<file path="src/rtl/mult_booth_32_pkg.sv">
// Shared types and constants for the sequential radix-2 Booth multiplier.
package mult_booth_32_pkg;

    localparam int STEPS = 32;
    localparam logic [4:0] LAST_STEP = 5'(STEPS - 1);

    typedef enum logic [1:0] {
        IDLE = 2'b00,
        LOAD = 2'b01,
        RUN  = 2'b10,
        DONE = 2'b11
    } state_t;

    // 66-bit product register {U, L, q}; U carries one guard bit above the 32-bit sum.
    typedef struct packed {
        logic [32:0] u;
        logic [31:0] l;
        logic        q;
    } acc_t;

endpackage

</file>
<file path="src/rtl/mult_booth_32_if.sv">
// Operand/strobe and result bundle between the operand latches and the multiplier.
interface mult_booth_32_if;

    logic        ctrl_MULT;
    logic [31:0] data_operandA;
    logic [31:0] data_operandB;
    logic [31:0] data_result;
    logic        data_exception;
    logic        data_resultRDY;

    modport master (
        output ctrl_MULT, data_operandA, data_operandB,
        input  data_result, data_exception, data_resultRDY
    );

    modport slave (
        input  ctrl_MULT, data_operandA, data_operandB,
        output data_result, data_exception, data_resultRDY
    );

endinterface

</file>
<file path="src/rtl/adder_32.sv">
// 32-bit two's-complement adder with signed-overflow flag; shared add engine of the multdiv path.
module adder_32 (
    input  logic [31:0] a,
    input  logic [31:0] b,
    output logic [31:0] sum,
    output logic        ov
);

    assign sum = a + b;
    assign ov  = (a[31] == b[31]) && (sum[31] != a[31]);

endmodule

</file>
<file path="src/rtl/mult_booth_32_booth_step.sv">
// One combinational radix-2 Booth iteration: select addend, add into U, shift {U, L, q} right.
module booth_step
    import mult_booth_32_pkg::*;
(
    input  acc_t        acc,
    input  logic [31:0] m,
    input  logic [31:0] neg_m,
    output acc_t        acc_next
);

    logic [31:0] b;
    logic        b32;
    logic [31:0] s;
    logic        ov;
    logic        c32;
    logic        s32;

    // NOTE: defaults come first so every path assigns b/b32 and no latch is inferred.
    always_comb begin
        b   = '0;
        b32 = 1'b0;
        unique case ({acc.l[0], acc.q})
            2'b01: begin
                b   = m;
                b32 = m[31];
            end
            2'b10: begin
                b   = neg_m;
                // -M as a 33-bit value: +2^31 for M=0x80000000, zero for M=0.
                b32 = ~m[31] & (m != '0);
            end
            default: ;
        endcase
    end

    adder_32 u_add (
        .a   (acc.u[31:0]),
        .b   (b),
        .sum (s),
        .ov  (ov)
    );

    // Recover the carry out of bit 31 from the overflow flag to extend the sum to 33 bits.
    assign c32 = s[31] ^ acc.u[31] ^ b[31] ^ ov;
    assign s32 = acc.u[32] ^ b32 ^ c32;

    assign acc_next.u = {s32, s32, s[31:1]};
    assign acc_next.l = {s[0], acc.l[31:1]};
    assign acc_next.q = acc.l[0];

endmodule

</file>
<file path="src/rtl/mult_booth_32.sv">
// Sequential 32x32 signed Booth multiplier: low product word, overflow flag, one-cycle ready pulse.
module mult_booth_32
    import mult_booth_32_pkg::*;
(
    input  logic             clock,
    input  logic             reset,
    mult_booth_32_if.slave   bus
);

    state_t      state;
    state_t      state_next;
    acc_t        acc;
    acc_t        step_next;
    logic [31:0] m;
    logic [31:0] neg_m;
    logic [31:0] neg_m_sum;
    logic        unused_neg_ov;
    logic [4:0]  count;
    logic [31:0] result;
    logic        exception;
    logic        rdy;
    logic        start;
    logic        last_step;

    assign start     = bus.ctrl_MULT;
    assign last_step = (state == RUN) && (count == LAST_STEP);

    adder_32 u_neg (
        .a   (~m),
        .b   (32'h1),
        .sum (neg_m_sum),
        .ov  (unused_neg_ov)
    );

    booth_step u_step (
        .acc      (acc),
        .m        (m),
        .neg_m    (neg_m),
        .acc_next (step_next)
    );

    // A start strobe preempts whatever operation is in flight.
    always_comb begin
        state_next = state;
        if (start) begin
            state_next = LOAD;
        end else begin
            unique case (state)
                IDLE:    state_next = IDLE;
                LOAD:    state_next = RUN;
                RUN:     state_next = (count == LAST_STEP) ? DONE : RUN;
                DONE:    state_next = IDLE;
                default: state_next = IDLE;
            endcase
        end
    end

    // NOTE: sequential state uses non-blocking assignments so all registers update from pre-edge values.
    always_ff @(posedge clock or posedge reset) begin
        if (reset) begin
            state     <= IDLE;
            acc       <= '0;
            m         <= '0;
            neg_m     <= '0;
            count     <= '0;
            result    <= '0;
            exception <= 1'b0;
            rdy       <= 1'b0;
        end else begin
            state <= state_next;
            rdy   <= 1'b0;
            if (start) begin
                m     <= bus.data_operandA;
                acc   <= '{u: '0, l: bus.data_operandB, q: 1'b0};
                count <= '0;
            end else begin
                if (state == LOAD) begin
                    neg_m <= neg_m_sum;
                end
                if (state == RUN) begin
                    acc   <= step_next;
                    count <= count + 5'd1;
                end
                if (last_step) begin
                    result    <= step_next.l;
                    exception <= (step_next.u != {33{step_next.l[31]}});
                    rdy       <= 1'b1;
                end
            end
        end
    end

    assign bus.data_result    = result;
    assign bus.data_exception = exception;
    assign bus.data_resultRDY = rdy;

endmodule

</file>
<file path="src/flat_wrapper.sv">
// flat-port wrapper written by rule: the top's interface ports become plain ports
module mult_booth_32_flat import mult_booth_32_pkg::*;
  (clock, reset, bus_ctrl_MULT, bus_data_operandA, bus_data_operandB, bus_data_result, bus_data_exception, bus_data_resultRDY);
  mult_booth_32_if bus_i ();
  input  logic clock;
  input  logic reset;
  input wire logic [$bits(bus_i.ctrl_MULT)-1:0] bus_ctrl_MULT;
  input wire logic [$bits(bus_i.data_operandA)-1:0] bus_data_operandA;
  input wire logic [$bits(bus_i.data_operandB)-1:0] bus_data_operandB;
  output wire logic [$bits(bus_i.data_result)-1:0] bus_data_result;
  output wire logic [$bits(bus_i.data_exception)-1:0] bus_data_exception;
  output wire logic [$bits(bus_i.data_resultRDY)-1:0] bus_data_resultRDY;
  assign bus_i.ctrl_MULT = bus_ctrl_MULT;
  assign bus_i.data_operandA = bus_data_operandA;
  assign bus_i.data_operandB = bus_data_operandB;
  assign bus_data_result = bus_i.data_result;
  assign bus_data_exception = bus_i.data_exception;
  assign bus_data_resultRDY = bus_i.data_resultRDY;
  mult_booth_32 u_core (.clock(clock), .reset(reset), .bus(bus_i));
endmodule
</file>
<file path="config.mk">
export PLATFORM = sky130hd
export DESIGN_NAME = mult_booth_32_flat
export DESIGN_NICKNAME = d
export VERILOG_FILES = /design/src/rtl/mult_booth_32_pkg.sv /design/src/rtl/mult_booth_32_if.sv /design/src/rtl/adder_32.sv /design/src/rtl/mult_booth_32_booth_step.sv /design/src/rtl/mult_booth_32.sv /design/src/flat_wrapper.sv
export SDC_FILE = /design/constraint.sdc
export NUM_CORES = 1
export LEC_CHECK = 0
export ABC_AREA = 1
export CAP_MARGIN = 15
export CORE_ASPECT_RATIO = 1.4
export CORE_MARGIN = 2
export CORE_UTILIZATION = 28
export DETAILED_ROUTE_END_ITERATION = 8
export GPL_ROUTABILITY_DRIVEN = 0
export PLACE_DENSITY = 0.54
export SLEW_MARGIN = 30
export SYNTH_ARGS = -nofsm -noshare
export SYNTH_HDL_FRONTEND = slang
export SYNTH_SLANG_ARGS = --single-unit
</file>
<file path="constraint.sdc">
create_clock -name clock -period 17.6 [get_ports clock]
set_input_delay 3.52 -clock clock [delete_from_list [all_inputs] [get_ports clock]]
set_output_delay 3.52 -clock clock [all_outputs]
set_load 0.03 [all_outputs]
</file>
# --- Yosys cells after proc, flatten, opt, wreduce, memory -nomap -nowiden ---
# Index checks and enable logic that the tools add are counted.
word_totals:
  elab_cells: 50
  reg_bits: 171
op_classes:
  n_eq_ne: 9
  n_reduce_logical: 8
  add_sub_neg: 3
  n_bitwise: 9
  mux: 11
ops:
  columns: ["op", "count"]
  rows:
  - ["2-to-1 mux 66 bit", 2]
  - ["one-hot mux 32 bit (2 select lines)", 1]
  - ["!= test 33 bit", 1]
  - ["adder 32 x 1 -> 32 bit (second input constant)", 1]
  - ["adder 32 bit", 1]
  - ["inverter 32 bit", 1]
  - ["nonzero test 32 bit", 1]
  - ["2-to-1 mux 5 bit", 2]
  - ["equality test 2 bit (second input constant)", 3]
  - ["one-hot mux 2 bit (3 select lines)", 1]
  - ["adder 5 x 1 -> 5 bit (second input constant)", 1]
  - ["equality test 5 bit (second input constant)", 1]
  - ["bitwise XOR 1 bit", 5]
  - ["equality test 2 x 1 -> 1 bit (second input constant)", 2]
  - ["AND reduction 2 bit", 2]
  - ["2-to-1 mux 1 bit", 3]
  - ["logical AND 1 bit", 2]
  - ["logical NOT 2 bit", 1]
  - ["2-to-1 mux 2 bit", 1]
  - ["inverter 1 bit", 2]
  - ["one-hot mux 1 bit (2 select lines)", 1]
  - ["nonzero test 2 bit", 1]
  - ["OR reduction 2 bit", 1]
  - ["AND 1 bit", 1]
  - ["2 further kinds", 2]

# --- Longest topological paths before layout ---
# Gate-level depths: netlist of run 1.
depth:
  ltp_word: 9
  ltp_mapped: 27
  depth_no_buf: 25

# --- By module ---
# A second synthesis of run 1 with hierarchy kept.
unflattened:
  cells_unflattened: 1877
  hier_area_um2: 12713.4
modules_own_cells:
  columns: ["mod", "n_inst", "cells_per_inst", "seq_area_each_um2", "area_each_um2"]
  rows:
  - ["mult_booth_32", 1, 686, 4279.1, 6862.8]
  - ["adder_32 (u_core.u_neg)", 1, 497, 0.0, 2471.1]
  - ["adder_32 (u_core.u_step.u_add)", 1, 497, 0.0, 2434.8]
  - ["booth_step", 1, 197, 0.0, 944.7]

# --- Worst setup path before layout of run 1 ---
# OpenSTA, ideal clock, no wires.
synth_timing:
  path_type: "input -> register"
  from: "input bus_ctrl_MULT"
  to: "register u_core.neg_m[13]"
  cell_stages: 7
  t_arrival_ps: 4533
  setup_time_ps: 135
  required_time_ps: 17465
  slack_ps: 12932
  path_cell_list: "buf_2 -> inv_1 -> nand2_1 -> clkinv_1 -> clkbuf_1 -> nor2_1 -> a31oi_1"
synth_via:
  elab_chain_len: 2
synth_rtl:
  columns: ["item", "line_no", "source"]
  rows:
  - ["start: declaration", "flat_wrapper.sv:7", "input wire logic [$bits(bus_i.ctrl_MULT)-1:0] bus_ctrl_MULT;"]
  - ["inverter 1 bit (no source line)", null, null]
  - ["AND reduction 2 bit (no source line)", null, null]
  - ["end signal: assignment", "mult_booth_32.sv:78", "neg_m <= neg_m_sum;"]
  - ["end: declaration", "mult_booth_32.sv:15", "logic [31:0] neg_m;"]
# Every way passes these cells.
# A chain may end at the register's enable or synchronous reset.

# --- Worst setup path after layout of run 1 ---
layout_timing:
  from: "input bus_ctrl_MULT"
  to: "register u_core.neg_m[6]"
# Same word-level chain as after synthesis.

==> summary.md, run 1 <==
| Metric | Value |
|---|---|
| Run status | `finished clean` |
| Clk root buf | `sky130_fd_sc_hd__clkbuf_16` |
| Worst setup margin | `12.11 ns` |
| Reg2Reg Capture Point | `u_core.bus.data_exception` |
| Vias in the first global route | `10200` |
| Antenna viol nets, final | `0` |
| Syn nets | `1646` |
| Final global-route overflow total | `0` |
| Fraction of layout instances using a drive strength above 1 | `5.81%` |
| Cell total after placement | `2075` |
| Number of buffers inserted during clock tree synthesis | `17` |
| Routed wire per std cell | `15.2 um` |
| Fin util | `34.1%` |
| Number of flops mapped to enable cells by yosys | `0` |
| Count of inserted antenna diode cells | `0` |
| Number of DRC violations after detailed routing | `0` |
| Clock-pin transition on the worst setup and hold timing paths | `0.07 ns` |
| Number of sinks driven by the clock tree | `170` |
| Most frequent cell after synthesis | `sky130_fd_sc_hd__nand2_1` |
| Number of antenna violations at the first check in global routing | `0` |
| Vias per cell | `4.70` |
| Post-route setup TNS | `0 ns` |
| Average size of a mapped cell | `6.93 um2` |
| Area share of the largest cell type after synthesis | `39.9%` |
| Cell count of the worst hold path | `2` |
| Total Nets Final | `1728` |
| Max transition margin | `42.2%` |
| # hold bufs at CTS | `0` |
| Worst-case vdd ir drop | `0.0704 mV` |
| Drt initial violations | `550` |
| Post-cts gate resize count | `0` |
| Reg2reg setup slack | `13.69 ns` |
| Floorplan die height | `235 um` |
| Setup slack after placement | `11.37 ns` |
| Post-Route Skew | `0.00957 ns` |
| Setup repair after global routing missed its margin | `false` |
| Global routing usage summed across all routing layers | `16.4%` |
| Overall power after layout | `0.00106 W` |
| Worst-path maximum fanout | `101` |
| Sequential-to-total area share from yosys stat | `39.9%` |
| Final setup violation count | `0` |
| Number of synthesized register bits | `170` |
| Critical path start-end classification | `input pin to flip-flop` |
| Yosys synthesis warning count | `0` |
| Count of distinct cell types in the synthesized netlist | `41` |
| # port buffers | `100` |
| Post-CTS repair timing setup buffer count | `0` |
| Clock tree from TritonCTS | `built` |
| Mapped Area | `10700 um2` |
| Measured slew at the worst slew-check pin | `0.866 ns` |
| Hold Fails Final Rpt | `0` |
| F_max | `182 MHz` |
| Area of the die | `39700 um2` |
| Core area | `37500 um2` |
| Effective utilization at floorplan | `28.4%` |
| Filler cell count | `3966` |
| Leakage power figure | `6.32 nW` |
| Detailed-placement wirelength estimate | `24000 um` |
| Number of maximum-capacitance violations | `0` |
| Worst min-delay path endpoint | `u_core.neg_m[24]` |
| First-pass iteration count of the detailed router | `5` |
| Portion of total power attributed to the clock network | `39.9%` |
| Worst EP required | `17.89 ns` |
| Hold Crit Class | `flip-flop to flip-flop` |
| Count of placed standard cells in the final layout, fillers left out | `2107` |
| Routed WL | `32100 um` |
| Dominant register cell in the synthesized netlist | `sky130_fd_sc_hd__dfrtp_1` |
| Skew-Pair Late Insertion Delay | `0.44 ns` |
| Kind of start point of the critical path | `input pin` |
| Post-route minimum period | `5.49 ns` |
| Async S/R FF share, synth | `100%` |
| Nature of the critical path endpoint | `flip-flop` |
| Internal Dissipation | `0.000734 W` |
| Cells taking the most area after synthesis | `sky130_fd_sc_hd__dfrtp_1 40%, sky130_fd_sc_hd__nand2_1 20%, sky130_fd_sc_hd__inv_1 7.3%` |
| Wire length of the first global-routing pass | `51900 um` |
| Flop pwr share | `42.4%` |
| Cells after Synth | `1539` |
| Synth area leader | `sky130_fd_sc_hd__dfrtp_1` |
| Launch instance of the worst register-to-register path | `u_core.acc[1]` |
| Area grow syn2layout | `20.1%` |
| Max Slew Vio Count | `0` |
| Number of buffers on the longest clock path | `2` |
| Reg2reg path depth | `20` |
| Post-route fraction of the period consumed by the critical path | `31.2%` |
| Switching power total | `0.000322 W` |
| Number of levels the H-tree was split into | `4` |
| Worst endpoint data arrival time | `5.79 ns` |
| Cell Pwr Density | `82.4 nW/um2` |
| Start point of the worst min-delay path | `u_core.neg_m[24]` |
| Comb pwr share | `17.7%` |
| Horizontal die dimension | `169 um` |
| Pin count of the biggest net entering global routing | `102` |
| IO Pins | `101` |
| Total via count after detailed routing | `9896` |
| Number of placement rows | `84` |
| Share of total power consumed by net switching | `30.5%` |
| Most frequent cells after synthesis | `574 x sky130_fd_sc_hd__nand2_1, 208 x sky130_fd_sc_hd__inv_1, 170 x sky130_fd_sc_hd__dfrtp_1` |
-- power by group through the flow --
stage | clock, W | combinational, W | sequential [W]
CTS | 0.000428 | 0.000190 | 0.000447
finish | 0.000421 | 0.000187 | 0.000447
global placement | 0 | 0.000187 | 0.000454
floorplan | 0 | 0.000119 | 0.000453
global route | 0.000441 | 0.000210 | 0.000452
detailed placement | 0 | 0.000189 | 0.000455
-- worst max path at each step --
| stage | from | to | depth (start not counted) | slack [ns] |
|---|---|---|---|---|
| 4_1_cts | bus_ctrl_MULT | u_core.neg_m[6] | 7 | 11.83 |
| 3_3_place_gp | bus_ctrl_MULT | u_core.neg_m[10] | 7 | 11.40 |
| 5_1_grt | bus_ctrl_MULT | u_core.neg_m[9] | 7 | 11.77 |
| 3_5_place_dp | bus_ctrl_MULT | u_core.neg_m[10] | 7 | 11.37 |
| 2_1_floorplan | reset | u_core.acc[0] | 1 | 9.48 |
| 6_report | bus_ctrl_MULT | u_core.neg_m[6] | 7 | 12.11 |
-- worst max-delay path, cell delays in order --
cell and delay (ns):
sky130_fd_sc_hd__buf_6 0.48, sky130_fd_sc_hd__inv_1 0.17, sky130_fd_sc_hd__nand2_1 0.10, sky130_fd_sc_hd__buf_4 0.34, sky130_fd_sc_hd__clkinv_1 0.76, sky130_fd_sc_hd__nor2_1 0.30
sky130_fd_sc_hd__a31oi_1 0.06
-- cell usage in the layout (no fill, tap or decap), drive strengths merged, types with 5 or more instances in the layout --
cell           instances
dfrtp                170
nand3                100
clkdlybuf4s50         99
nand2                595
o221ai                19
a32o                   5
a21oi                 52
nor3                   7
nor2                 103
a31oi                  9
o21ai                111
ha                    39
inv                  219
nand4                 15
xor2                  19
buf                   10
clkbuf                18
o31ai                  5
a22o                   6
-- registers in the layout (all words and copies together), names as in the netlist --
register / count
u_core.acc: 65
u_core.bus.data_result: 32
u_core.m: 32
u_core.neg_m: 32
u_core.count: 5
u_core.state: 2
u_core.bus.data_exception: 1
u_core.bus.data_resultRDY: 1
-- final cells by class --
class                      instances  area [um2]  share of cell area, %
clock buffer                      18         429                   3.35
inverter                         216         818                   6.39
clock inverter                    14         208                   1.62
timing repair buffer             109        1070                   8.38
tap                              473         592                   4.62
multi-input combinational       1107        5430                   42.4
sequential                       170        4250                   33.2
-- metrics by stage --
step | instance area [um2] | hold WS (ns)
after floorplan | 10700 | 0.449
after global placement | 12200 | 0.465
after detailed placement | 12200 | 0.465
after CTS | 12800 | 0.485
after global routing | 12800 | 0.498
final | 12800 | 0.483
-- cell families after synthesis --
logic type / synth area share, %
adders and majority gates: 4.76
buffers and inverters: 9.24
xor gates and xnor gates: 1.81
DFF: 39.9
and+or+nand+nor: 32.7
AOI/OAI and AO/OA: 11.6
-- layer usage --
layer  vias up  GRT usage, %  wire length [um]
met5         -             0                 0
met4         0          7.99              1450
met3        55          2.22               885
met2       194          30.6             16900
met1      4602          18.1             12900
li1       5045             -                 -
Power figures use the tool's default switching activity.
==> run 2: changes to the inputs <==
--- a/config.mk
+++ b/config.mk
@@ -12,7 +12,7 @@
 export CORE_UTILIZATION = 28
 export DETAILED_ROUTE_END_ITERATION = 8
 export GPL_ROUTABILITY_DRIVEN = 0
-export PLACE_DENSITY = 0.54
+export PLACE_DENSITY = 0.55
 export SLEW_MARGIN = 30
 export SYNTH_ARGS = -nofsm -noshare
 export SYNTH_HDL_FRONTEND = slang
==> constraint.sdc (replaced) <==
create_clock -name clock -period 5 [get_ports clock]
set_input_delay 1 -clock clock [delete_from_list [all_inputs] [get_ports clock]]
set_output_delay 1 -clock clock [all_outputs]
set_load 0.03 [all_outputs]
==> summary.md, run 2 (same netlist as run 1, synthesis figures left out) <==
| Metric | Value |
|---|---|
| Worst EP required | `5.33 ns` |
| Standard cell with the maximum stage delay on the critical path | `sky130_fd_sc_hd__ha_2` |
| Total cell area at the placement stage | `12200 um2` |
| Number of maximum-capacitance violations | `0` |
| Area grow syn2layout | `20.3%` |
| Routed wire per std cell | `15.6 um` |
| Kind of start point of the critical path | `flip-flop` |
| Nature of the critical path endpoint | `flip-flop` |
| Vias in the first global route | `10200` |
| Leakage power figure | `6.34 nW` |
| Reg2reg path depth | `24` |
| Number of DRC violations after detailed routing | `0` |
| # port buffers | `100` |
| Cell Pwr Density | `283 nW/um2` |
| Cell total after placement | `2080` |
| Post-CTS repair timing setup buffer count | `0` |
| Max Slew Vio Count | `0` |
| Worst endpoint data arrival time | `4.09 ns` |
| Hold Crit Class | `flip-flop to flip-flop` |
| Cell type with the highest occurrence count on the critical path | `sky130_fd_sc_hd__nand2_1` |
| Critical path start-end classification | `flip-flop to flip-flop` |
| Top library cells by usage in the layout, fill and taps aside | `574 x sky130_fd_sc_hd__nand2_1, 207 x sky130_fd_sc_hd__inv_1, 170 x sky130_fd_sc_hd__dfrtp_1, 107 x sky130_fd_sc_hd__o21ai_0, 99 x sky130_fd_sc_hd__clkdlybuf4s50_1` |
| Filler cell count | `3982` |
| Clk root buf | `sky130_fd_sc_hd__clkbuf_16` |
| Clock-pin transition on the worst setup and hold timing paths | `0.07 ns` |
| Kind of cell adding the most delay to the critical path | `simple AND/OR/NAND/NOR gates` |
| Detailed-placement wirelength estimate | `24900 um` |
| Post-route minimum period | `3.75 ns` |
| Crit path buffers/inverters | `6` |
| Number of buffers on the longest clock path | `2` |
| Number of buffers inserted during clock tree synthesis | `17` |
| Ordered list of cells on the worst path | `inv_1, ha_2, buf_4, nand2_1, a21oi_1, ha_1, nand2_2, inv_1, nand2_1, nand2_1, inv_1, nand2_1, inv_1, nand3_1, nand2_1, nand2_1, nand2_1, nand2_1, inv_1, nand2_1, nor2_1, nand2_1, nor2_1, a21oi_1` |
| Number of sinks driven by the clock tree | `170` |
| Count of placed standard cells in the final layout, fillers left out | `2112` |
| Uppermost layer routed | `met4` |
| Wire length of the first global-routing pass | `52700 um` |
| Hold Fails Final Rpt | `0` |
| Final global-route overflow total | `0` |
| Worst-case vdd ir drop | `0.234 mV` |
| Register with the most flip-flops | `u_core.acc` |
| Run status | `finished clean` |
| Met2 wirelength from detailed routing | `16900 um` |
| Depth of the critical timing path with buffers and inverters included | `24` |
| Met1 Routed Length | `13100 um` |
| Post-route setup TNS | `0 ns` |
| Core area | `37500 um2` |
| Post-Route Skew | `0.0245 ns` |
| Total via count after detailed routing | `10100` |
| First-pass iteration count of the detailed router | `6` |
| Number of placement rows | `84` |
| Area of all placed cells without fillers | `12800 um2` |
| Count of inserted antenna diode cells | `0` |
| F_max | `266 MHz` |
| Number of antenna violations at the first check in global routing | `0` |
| Met3 routed wirelength | `1070 um` |
| IO Pins | `101` |
| Commonest non-fill, non-tap cell in the layout | `sky130_fd_sc_hd__nand2_1` |
| Post-route fraction of the period consumed by the critical path | `75.1%` |
| Delay of the slowest critical-path stage | `0.48 ns` |
| Pin count of the biggest net entering global routing | `98` |
| Skew-Pair Late Insertion Delay | `0.46 ns` |
| Horizontal die dimension | `169 um` |
| Fraction of layout instances using a drive strength above 1 | `6.22%` |
| Vias per cell | `4.79` |
| Total Nets Final | `1733` |
| Max transition margin | `33.9%` |
| Drt initial violations | `461` |
| Largest register FFs | `65` |
| Floorplan die height | `235 um` |
| Cell count of the worst hold path | `2` |
| Global routing usage summed across all routing layers | `16.8%` |
| Area of the die | `39700 um2` |
| Antenna viol nets, final | `0` |
| Measured slew at the worst slew-check pin | `0.991 ns` |
| Worst-path maximum fanout | `19` |
| Post-cts gate resize count | `0` |
| Clock tree from TritonCTS | `built` |
| Final setup violation count | `0` |
| Effective utilization at floorplan | `28.4%` |
| # hold bufs at CTS | `0` |
| Routed WL | `32900 um` |
| Number of levels the H-tree was split into | `4` |
| Setup repair after global routing missed its margin | `false` |
## run 2: layer usage
| layer | GRT usage, % | up-vias |
|---|---|---|
| li1 | - | 5059 |
| met1 | 18.3 | 4752 |
| met2 | 30.6 | 231 |
| met3 | 2.51 | 66 |
| met4 | 10.1 | 0 |
| met5 | 0 | - |
## run 2: worst reg2reg max path, cell delays in order (launching register included)
cell,delay (ns)
sky130_fd_sc_hd__dfrtp_1,0.39
sky130_fd_sc_hd__inv_1,0.08
sky130_fd_sc_hd__ha_2,0.48
sky130_fd_sc_hd__buf_4,0.24
sky130_fd_sc_hd__nand2_1,0.05
sky130_fd_sc_hd__a21oi_1,0.41
sky130_fd_sc_hd__ha_1,0.41
sky130_fd_sc_hd__nand2_2,0.16
sky130_fd_sc_hd__inv_1,0.05
sky130_fd_sc_hd__nand2_1,0.09
sky130_fd_sc_hd__nand2_1,0.07
sky130_fd_sc_hd__inv_1,0.05
sky130_fd_sc_hd__nand2_1,0.10
sky130_fd_sc_hd__inv_1,0.09
sky130_fd_sc_hd__nand3_1,0.07
sky130_fd_sc_hd__nand2_1,0.07
sky130_fd_sc_hd__nand2_1,0.13
sky130_fd_sc_hd__nand2_1,0.09
sky130_fd_sc_hd__nand2_1,0.05
sky130_fd_sc_hd__inv_1,0.11
sky130_fd_sc_hd__nand2_1,0.07
sky130_fd_sc_hd__nor2_1,0.13
sky130_fd_sc_hd__nand2_1,0.07
sky130_fd_sc_hd__nor2_1,0.08
sky130_fd_sc_hd__a21oi_1,0.07
## run 2: worst paths after layout
kind	slack (ns)	to	from
min in group asynchronous	1.04	u_core.bus.data_result[7]	reset
setup / recovery	1.25	u_core.bus.data_exception	u_core.acc[0]
hold / removal	0.48	u_core.neg_m[5]	u_core.neg_m[5]
setup reg to reg	1.25	u_core.bus.data_exception	u_core.acc[0]
hold reg to reg	0.48	u_core.neg_m[5]	u_core.neg_m[5]
max in group asynchronous	3.46	u_core.acc[49]	reset
## run 2: metrics by stage
stage / setup slack (ns) / util [%] / power (W) / hold WS [ns]
after CTS: 1.24 / 34.2 / 0.00367 / 0.485
final: 1.25 / 34.2 / 0.00363 / 0.484
after floorplan: 1.83 / - / 0.00202 / 0.449
after global routing: 1.03 / 34.2 / 0.00380 / 0.505
after detailed placement: 1.28 / 32.6 / 0.00228 / 0.468
after global placement: 0.960 / 32.6 / 0.00227 / 0.467
## run 2: final cells by class
| cell class | count | area (um2) | share of cell area (%) |
|---|---|---|---|
| Clock inverter | 12 | 136 | 1.06 |
| Inverter | 216 | 815 | 6.35 |
| Multi-Input combinational cell | 1107 | 5440 | 42.4 |
| Clock buffer | 20 | 467 | 3.64 |
| Sequential cell | 170 | 4250 | 33.2 |
| Timing Repair Buffer | 114 | 1130 | 8.80 |
| Tap cell | 473 | 592 | 4.61 |
## run 2: power by group
group	internal, W	switching (W)	leakage, nW
Clock	0.000780	0.000603	0.295
Combinational	0.000242	0.000430	3.91
Sequential	0.00150	0.0000793	2.14
